$ cat config.mk
export PLATFORM = sky130hd
export DESIGN_NAME = seq_bit_encoder_flat
export DESIGN_NICKNAME = d
export VERILOG_FILES = /design/src/rtl/seq_bit_encoder_pkg.sv /design/src/rtl/seq_bit_encoder_if.sv /design/src/rtl/seq_bit_encoder_lsb_index_finder.sv /design/src/rtl/seq_bit_encoder.sv /design/src/flat_wrapper.sv
export SDC_FILE = /design/constraint.sdc
export NUM_CORES = 1
export LEC_CHECK = 0
export BUFFER_PORTS_ARGS = -buffer_cell sky130_fd_sc_hd__buf_2
export CORE_MARGIN = 2
export CORE_UTILIZATION = 53
export CTS_CLUSTER_DIAMETER = 150
export DETAILED_ROUTE_END_ITERATION = 7
export GPL_ROUTABILITY_DRIVEN = 0
export PLACE_DENSITY_LB_ADDON = 0.15
export SYNTH_ARGS = -nofsm -noshare
export SYNTH_HDL_FRONTEND = slang
export SYNTH_HIERARCHICAL = 1
export SYNTH_SLANG_ARGS = --single-unit
$ cat constraint.sdc
create_clock -name clk -period 2.9 [get_ports clk]
set_clock_uncertainty 0.1 [all_clocks]
set_input_delay 0.145 -clock clk [delete_from_list [all_inputs] [get_ports clk]]
set_output_delay 0.145 -clock clk [all_outputs]
set_load 0.02 [all_outputs]
$ cat src/rtl/seq_bit_encoder_pkg.sv
// Shared definitions for the sequential 8-to-3 bit encoder.
package seq_enc_pkg;

  localparam int unsigned WIDTH = 8;
  localparam int unsigned IDX_W = $clog2(WIDTH);

  localparam logic [WIDTH-1:0] ONE_V = {{(WIDTH-1){1'b0}}, 1'b1};

  typedef enum logic {
    IDLE = 1'b0,
    EMIT = 1'b1
  } state_e;

  // True when exactly one bit of v is set: non-zero, and clearing the
  // lowest set bit leaves nothing behind.
  function automatic logic onehot_count_is_one(input logic [WIDTH-1:0] v);
    return (v != {WIDTH{1'b0}}) && ((v & (v - ONE_V)) == {WIDTH{1'b0}});
  endfunction

endpackage

$ cat src/rtl/seq_bit_encoder_if.sv
// Request-in / index-out handshake bundle of the sequential bit encoder.
interface seq_bit_encoder_if
  import seq_enc_pkg::*;
();

  logic             in_valid;
  logic             in_ready;
  logic [WIDTH-1:0] in_vec;
  logic             out_valid;
  logic             out_ready;
  logic [IDX_W-1:0] out_idx;
  logic             out_last;
  logic             zero_err;

  // Environment side: supplies vectors and consumes indices.
  modport master (
    output in_valid, in_vec, out_ready,
    input  in_ready, out_valid, out_idx, out_last, zero_err
  );

  // Encoder side.
  modport slave (
    input  in_valid, in_vec, out_ready,
    output in_ready, out_valid, out_idx, out_last, zero_err
  );

endinterface

$ cat src/rtl/seq_bit_encoder_lsb_index_finder.sv
// Combinational priority encoder: index of the lowest set bit of vec.
module lsb_index_finder
  import seq_enc_pkg::*;
#(
  parameter int unsigned P_WIDTH = WIDTH,
  parameter int unsigned P_IDX_W = IDX_W
) (
  input  logic [P_WIDTH-1:0] vec_i,
  output logic [P_IDX_W-1:0] idx_o,
  output logic               any_o
);

  // Scan upward and latch the first set bit seen; higher bits cannot override it.
  always_comb begin
    logic found_s;
    found_s = 1'b0;
    idx_o   = {P_IDX_W{1'b0}};
    for (int i = 0; i < int'(P_WIDTH); i++) begin
      idx_o   = (vec_i[i] && !found_s) ? P_IDX_W'(i) : idx_o;
      found_s = found_s | vec_i[i];
    end
    any_o = found_s;
  end

endmodule

$ cat src/rtl/seq_bit_encoder.sv
// Sequential 8-to-3 encoder: accepts a multi-hot vector and emits the index
// of every set bit, lowest first, one per output handshake.
module seq_bit_encoder
  import seq_enc_pkg::*;
(
  input  logic              clk,
  input  logic              rst,
  seq_bit_encoder_if.slave  bus
);

  state_e           state_q;
  logic [WIDTH-1:0] pending_q;
  logic             in_ready_q;
  logic             zero_err_q;

  logic [IDX_W-1:0] lsb_idx_s;
  logic             lsb_any_s;
  logic             last_s;
  logic [WIDTH-1:0] pending_clr_d;

  lsb_index_finder #(
    .P_WIDTH (WIDTH),
    .P_IDX_W (IDX_W)
  ) u_lsb (
    .vec_i (pending_q),
    .idx_o (lsb_idx_s),
    .any_o (lsb_any_s)
  );

  // Outputs derive from registered state only; nothing from in_* reaches them.
  assign last_s        = onehot_count_is_one(pending_q);
  assign pending_clr_d = pending_q & (pending_q - ONE_V);

  assign bus.in_ready  = in_ready_q;
  assign bus.out_valid = (state_q == EMIT);
  assign bus.out_idx   = lsb_idx_s;
  assign bus.out_last  = last_s;
  assign bus.zero_err  = zero_err_q;

  // Control FSM: load a vector in IDLE, retire one set bit per accepted beat in EMIT.
  always_ff @(posedge clk or posedge rst) begin
    if (rst) begin
      state_q    <= IDLE;
      pending_q  <= {WIDTH{1'b0}};
      in_ready_q <= 1'b0;
      zero_err_q <= 1'b0;
    end else begin
      zero_err_q <= 1'b0;
      case (state_q)
        IDLE: begin
          in_ready_q <= 1'b1;
          if (bus.in_valid && in_ready_q) begin
            if (bus.in_vec != {WIDTH{1'b0}}) begin
              pending_q  <= bus.in_vec;
              state_q    <= EMIT;
              in_ready_q <= 1'b0;
            end else begin
              zero_err_q <= 1'b1;
            end
          end
        end
        EMIT: begin
          in_ready_q <= 1'b0;
          if (bus.out_ready && lsb_any_s) begin
            pending_q <= pending_clr_d;
            if (last_s) begin
              state_q    <= IDLE;
              in_ready_q <= 1'b1;
            end
          end
        end
        default: begin
          state_q    <= IDLE;
          pending_q  <= {WIDTH{1'b0}};
          in_ready_q <= 1'b0;
        end
      endcase
    end
  end

endmodule

$ cat src/flat_wrapper.sv
// flat-port wrapper written by rule: the top's interface ports become plain ports
module seq_bit_encoder_flat import seq_enc_pkg::*;
  (clk, rst, bus_in_valid, bus_in_vec, bus_out_ready, bus_in_ready, bus_out_valid, bus_out_idx, bus_out_last, bus_zero_err);
  seq_bit_encoder_if bus_i ();
  input  logic clk;
  input  logic rst;
  input wire logic [$bits(bus_i.in_valid)-1:0] bus_in_valid;
  input wire logic [$bits(bus_i.in_vec)-1:0] bus_in_vec;
  input wire logic [$bits(bus_i.out_ready)-1:0] bus_out_ready;
  output wire logic [$bits(bus_i.in_ready)-1:0] bus_in_ready;
  output wire logic [$bits(bus_i.out_valid)-1:0] bus_out_valid;
  output wire logic [$bits(bus_i.out_idx)-1:0] bus_out_idx;
  output wire logic [$bits(bus_i.out_last)-1:0] bus_out_last;
  output wire logic [$bits(bus_i.zero_err)-1:0] bus_zero_err;
  assign bus_i.in_valid = bus_in_valid;
  assign bus_i.in_vec = bus_in_vec;
  assign bus_i.out_ready = bus_out_ready;
  assign bus_in_ready = bus_i.in_ready;
  assign bus_out_valid = bus_i.out_valid;
  assign bus_out_idx = bus_i.out_idx;
  assign bus_out_last = bus_i.out_last;
  assign bus_zero_err = bus_i.zero_err;
  seq_bit_encoder u_core (.clk(clk), .rst(rst), .bus(bus_i));
endmodule
==> run_results.csv, run 1 <==
group,metric,value,unit
synthesis,synthTopCellsByCount,"o21ai_0 (12), dfrtp_1 (11), a22o_1 (7)",
timing,setup_slack,0.547,ns
synthesis,yosysMostFrequentCell,"o21ai_0",
clocking,post_cts_buffers,0,
synthesis,syn_inst,79,
synthesis,synth_edf_count,0,
power,leakagePower,0.388,nW
route,drt-vias-per-instance,6.11,
route,wl_per_cell,14.8,um
run,maxCapViolations,0,
worst_setup_path,arrival,2.11,ns
synthesis,syn_nets,91,
final_layout,num_antenna_cells,0,
clocking,clockBufferDepth,2,
global_route,overflow,0,
synthesis,netlist_top_cells_area,"dfrtp_1 (39%), a22o_1 (8.6%), o21ai_0 (8.4%), nor4_1 (3.5%), nor2_1 (3.2%)",
hold_path,hold_class,"input port to flip-flop",
floorplan,fp.dieH,40.7,um
clocking,cts_made_buffers,3,
route,drtPass1Iterations,4,
power,power_switching,526,uW
floorplan,initial_core_util,55.4,%
placement,place_ws,0.857,ns
placement,place_hpwl,1.18,mm
worst_setup_path,cp_slowest_cell,"or3_1",
synthesis,syn_area_per_cell,9.01,um2
clocking,cts_sinks,11,
power,switching_share,48.9,%
floorplan,core,0.00128,mm2
global_route,grt_use_total,22.7,%
synthesis,seq_area_frac_synth,38.7,%
clocking,htree_levels,1,
route,antenna_left,0,
clocking,holdBufCountCts,1,
timing,slew_violations,0,
worst_setup_path,cp.required,2.65,ns
route,wirelength,1.66,mm
outcome,status,"finished, final reports clean",
synthesis,synthFlopType,"dfrtp_1",
power,p_seq_share,31.6,%
clocking,cts_tree,"yes",
synthesis,synth_seq_cells,11,
synthesis,synth_top_area_share,38.7,%
timing,min_period,2.35,ns
floorplan,die_w,40.7,um
global_route,grt_pass1_wl,2.42,mm
clocking,root_buffer,"clkbuf_4",
clocking,worstSkewPairLatency,0.28,ns
final_layout,layout.nets,110,
timing,finalSetupTns,0,ns
timing,grt_setup_unrepaired,"false",
clocking,clk_pin_slew,0.07,ns
global_route,grt_pass1_vias,552,
power,power.internal,551,uW
clocking,ctsResizeCount,0,
synthesis,ys_warn_count,6,
final_layout,regArea,275,um2
worst_setup_path,cpLargestDelayFamily,"simple AND/OR/NAND/NOR gates",
floorplan,dieArea,0.00165,mm2
power,ir_drop,0.661,mV
synthesis,syn_area,712,um2
synthesis,async_flop_share,100,%
worst_setup_path,worst_setup_path_end_kind,"primary output",
timing,hold_viol_final,0,
final_layout,final_util,64.8,%
power,clockPowerShare,10.3,%
global_route,antenna_found_initial,0,
synthesis,yosys.cell_types.count,31,
floorplan,fp-row-count,13,
power,p_comb_share,58.1,%
worst_setup_path,cp_max_fo,10,
route,vias,684,
synthesis,synth_area_leader_cell,"dfrtp_1",
timing,relSlewSlack,71.6,%
timing,period_share,81.1,%
worst_setup_path,critPathLaunchType,"flip-flop",
timing,setup_violations,0,
route,drc,0,
route,initialDrtViolationCount,30,
global_route,grt_start_max_net_pins,13,
worst_setup_path,path_class,"flip-flop to primary output",
worst_setup_path,path_buf_inv,1,
timing,max_freq,425,MHz
placement,portBuffers,18,
final_layout,drive_gt1_share,27.8,%
power,power.density,1290,mW/mm2
timing,worst_slew_pin_slew,0.426,ns
worst_setup_path,cpPeakStageDelay,0.54,ns
final_layout,area_growth,17.0,%
floorplan,num_io_pins,19,
final_layout,multiInputGateArea,394,um2
worst_setup_path,crit_chain,"or3_1 > o31a_1 > a211oi_2 > nor2_1 > buf_2",
final_layout,num-fill-cells,112,
-- worst paths after layout --
kind	startpoint	endpoint	slack, ns	cells past startpoint
min in group asynchronous	rst	u_core/pending_q[3]	0.29	3
hold reg to reg	u_core/pending_q[2]	u_core/pending_q[2]	0.54	1
setup reg to reg	u_core/bus.out_valid	u_core/bus.out_valid	0.92	5
hold / removal	bus_in_vec[3]	u_core/pending_q[3]	0.004	2
setup / recovery	u_core/pending_q[0]	bus_out_last	0.55	5
max in group asynchronous	rst	u_core/pending_q[7]	2.11	3
-- metrics by stage --
step                      hold WS, ns  power, mW  std cells  instance area (um2)
after floorplan                -0.103      0.826         79                  712
after global placement         0.0402      0.954        107                  797
after detailed placement       0.0511      0.961        107                  797
after CTS                      0.0117       1.07        112                  833
after global routing           0.0143       1.16        112                  833
final                         0.00443       1.08        112                  833
-- kinds of logic after synthesis --
kind of cell    after synthesis  synth area share, %
compound gates               33                 33.6
simple gates                 25                 20.4
flops                        11                 38.7
buf+inv                       9                 5.97
fa+ha+maj                     1                 1.41
-- sequential cells by signal (all words and copies together) (netlist names) --
| register | cells |
|---|---|
| u_core/bus.out_valid | 1 |
| u_core/bus.zero_err | 1 |
| u_core/bus.in_ready | 1 |
| u_core/pending_q | 8 |
-- cells in the final DEF, fill, tap and decap left out --
cell type and instances:
buf_4 1, nor3b_1 1, nand2b_1 2, a22o_1 7, o31ai_1 1, maj3_1 1, a21boi_0 2, buf_2 18
o22a_1 1, o31a_2 1, inv_1 3, dfrtp_1 11, a22o_2 1, or3_1 2, clkbuf_1 1, o41ai_1 2
a21oi_1 2, o22ai_1 1, o31a_1 1, or2_2 1, o21ai_0 12, nor4_1 4, nor4_2 1, dlygate4sd3_1 1
a2111o_1 1, nand2_1 3, a211oi_2 1, and3b_1 2, nor2_1 6, clkbuf_4 3, and3_1 2, nand3_1 1
-- metal layers --
layer / GRT usage (%) / part of all wire (%)
met5: 0 / 0
met2: 36.9 / 48
met3: 6.52 / 6.2
met4: 7.50 / 0.84
met1: 28.7 / 45
-- area by class of cell --
| class | instances | share of cell area [%] |
|---|---|---|
| Clock buffer | 4 | 3.15 |
| Sequential cell | 11 | 33.0 |
| Tap cell | 15 | 2.25 |
| Multi-Input combinational cell | 59 | 47.3 |
| Timing Repair Buffer | 20 | 12.9 |
| Inverter | 3 | 1.35 |
-- power groups by stage --
stage	sequential, mW	combinational, mW	clock [mW]
after detailed placement	0.341	0.620	0
after global placement	0.341	0.613	0
after global routing	0.354	0.690	0.120
after CTS	0.337	0.626	0.109
after floorplan	0.315	0.510	0
final	0.341	0.625	0.111
No activity file was read; power rests on OpenSTA's default activity.
==> run 2, diff against run 1 <==
--- a/config.mk
+++ b/config.mk
@@ -5,9 +5,10 @@
 export SDC_FILE = /design/constraint.sdc
 export NUM_CORES = 1
 export LEC_CHECK = 0
+export ABC_AREA = 1
 export BUFFER_PORTS_ARGS = -buffer_cell sky130_fd_sc_hd__buf_2
 export CORE_MARGIN = 2
-export CORE_UTILIZATION = 53
+export CORE_UTILIZATION = 51
 export CTS_CLUSTER_DIAMETER = 150
 export DETAILED_ROUTE_END_ITERATION = 7
 export GPL_ROUTABILITY_DRIVEN = 0
==> constraint.sdc (replaced) <==
create_clock -name clk -period 2.2 [get_ports clk]
set_clock_uncertainty 0.1 [all_clocks]
set_input_delay 0.11 -clock clk [delete_from_list [all_inputs] [get_ports clk]]
set_output_delay 0.11 -clock clk [all_outputs]
set_load 0.02 [all_outputs]
==> run 2 against run 1 <==
Compared with the run above:
- sequential power rose by 24%
- largest cell class unchanged
- critical path depth rose by 1
- largest power group unchanged
- synthesized area rose by 13%
==> run_results.csv, run 2 <==
group,metric,value,unit
worst_setup_path,critPathLaunchType,"flip-flop",
placement,place_ws,0.520,ns
timing,grt_setup_unrepaired,"false",
worst_setup_path,arrival,1.68,ns
clocking,worstSkewPairLatency,0.27,ns
synthesis,yosys.cell_types.count,21,
global_route,grt_pass1_wl,3.24,mm
final_layout,largest_reg_flops,8,
clocking,post_cts_buffers,0,
synthesis,netlist_top_cells_area,"dfrtp_1 (34%), nand2_1 (17%), nor2_1 (9.8%), o21ai_0 (7.5%), inv_1 (6.1%)",
clocking,cts_made_buffers,3,
placement,portBuffers,18,
final_layout,final_cells,163,
route,vias,869,
timing,setup_slack,0.308,ns
clocking,root_buffer,"clkbuf_4",
final_layout,final_common_cell,"nand2_1",
synthesis,async_flop_share,100,%
placement,placed_area,897,um2
floorplan,fp-row-count,14,
timing,whs,0.0131,ns
hold_path,hold_class,"input port to flip-flop",
synthesis,synth_edf_count,0,
global_route,grt_use_total,22.2,%
route,wl_per_cell,11.6,um
hold_path,min-delay-start,"bus_in_valid",
timing,max_freq,529,MHz
power,p_total,1.36,mW
hold_path,min_to,"u_core/bus.zero_err",
final_layout,num_antenna_cells,0,
synthesis,ys_warn_count,6,
clocking,htree_levels,1,
floorplan,num_io_pins,19,
final_layout,regMostFlops,"u_core/pending_q",
timing,period_share,86.0,%
clocking,ctsResizeCount,0,
synthesis,synthTopCellsByCount,"nand2_1 (37), nor2_1 (21), inv_1 (13)",
route,drt-vias-per-instance,5.33,
worst_setup_path,path_class,"flip-flop to primary output",
worst_setup_path,worst_setup_path_end_kind,"primary output",
route,drc,0,
timing,min_period,1.89,ns
final_layout,final_cell_mix,"nand2_1 (37), nor2_1 (21), buf_2 (18)",
worst_setup_path,cp.required,1.99,ns
synthesis,syn_area,802,um2
run,maxCapViolations,0,
timing,hold_viol_final,0,
synthesis,syn_inst,124,
global_route,overflow,0,
floorplan,fp.dieH,43.7,um
synthesis,synth_area_leader_cell,"dfrtp_1",
final_layout,area_growth,18.9,%
final_layout,layout.nets,160,
placement,place_hpwl,1.43,mm
global_route,antenna_found_initial,0,
floorplan,die_w,43.7,um
global_route,grt_start_max_net_pins,15,
synthesis,synthFlopType,"dfrtp_1",
synthesis,syn_area_per_cell,6.47,um2
clocking,cts_sinks,11,
timing,setup_violations,0,
synthesis,syn_nets,136,
worst_setup_path,r2r-end,"u_core/pending_q[7]",
placement,dp_cells,156,
synthesis,yosysMostFrequentCell,"nand2_1",
clocking,clockBufferDepth,2,
hold_path,whs_path_depth,3,
clocking,cts_tree,"yes",
power,ir_drop,0.840,mV
clocking,clk_pin_slew,0.07,ns
synthesis,synth_top_area_share,34.3,%
route,initialDrtViolationCount,43,
global_route,grt_pass1_vias,806,
final_layout,drive_gt1_share,21.1,%
worst_setup_path,rrSetupSlack,0.47,ns
outcome,status,"finished, final reports clean",
timing,worst_slew_pin_slew,0.432,ns
final_layout,fin_area,953,um2
synthesis,synth_seq_cells,11,
route,wirelength,1.89,mm
timing,slew_violations,0,
worst_setup_path,r2r-start,"u_core/pending_q[1]",
power,power.density,1430,mW/mm2
timing,relSlewSlack,71.2,%
worst_setup_path,cp_max_fo,6,
route,drtPass1Iterations,4,
timing,finalSetupTns,0,ns
floorplan,initial_core_util,53.9,%
synthesis,seq_area_frac_synth,34.3,%
worst_setup_path,ff2ff_path_depth,10,
floorplan,core,0.00149,mm2
route,antenna_left,0,
floorplan,dieArea,0.00191,mm2
final_layout,final_util,64.0,%
power,leakagePower,0.489,nW
-- run 2: cell types whose count changed after synthesis, sizes merged, moves of 4 or more --
cell and change:
nor4 -4, nand2 +35, inv +11, a22o -8, nand3 +6, nor2 +19
-- run 2: worst max-delay path by stage --
stage	startpoint	endpoint	cells after the start	slack, ns
after global placement	u_core/pending_q[1]	u_core/pending_q[2]	10	0.54
after detailed placement	u_core/pending_q[1]	u_core/pending_q[7]	10	0.52
after floorplan	u_core/pending_q[0]	bus_out_last	5	0.45
after CTS	u_core/pending_q[0]	bus_out_last	6	0.31
final	u_core/pending_q[0]	bus_out_last	6	0.31
after global routing	u_core/pending_q[0]	bus_out_last	6	0.18
-- run 2: final cells by class --
type                       instances  area, um2
clock buffer                       4       26.3
multi-input combinational         97        459
tap                               16       20.0
sequential                        11        275
fill                             148        536
inverter                          14       52.6
timing repair buffer              21        120
-- run 2: logic make-up after synthesis --
family / Yosys count / synth area share [%]
and+or+nand+nor: 76 / 42.1
AOI/OAI and AO/OA: 21 / 15.1
buffers and inverters: 16 / 8.42
DFF: 11 / 34.3
-- run 2: critical path, cell delays in order (launching register included) --
cell     delay, ns
dfrtp_1       0.44
nor2_2        0.18
nand2_1       0.11
nand2_1       0.10
nand2_1       0.08
nor4_1        0.29
buf_2         0.21
-- run 2: what timing repair did --
action | in CTS | in global routing
hold buffers | 3 | 0
hold endpoints to repair | 13 | 0
endpoints found under the setup margin | 0 | 0
-- run 2: metal layers --
metal  track usage, %  up-vias  share of wire (%)
met2             36.2       44                 44
met4             7.88        0                2.2
met1             30.5      372                 45
met5                0        -                  0
met3             2.50        8                7.9
li1                 -      445                  -
-- run 2: where the power goes --
part,switching (mW),internal [mW]
sequential,0.136,0.287
combinational,0.525,0.274
clock,0.0695,0.0701
total,0.731,0.631
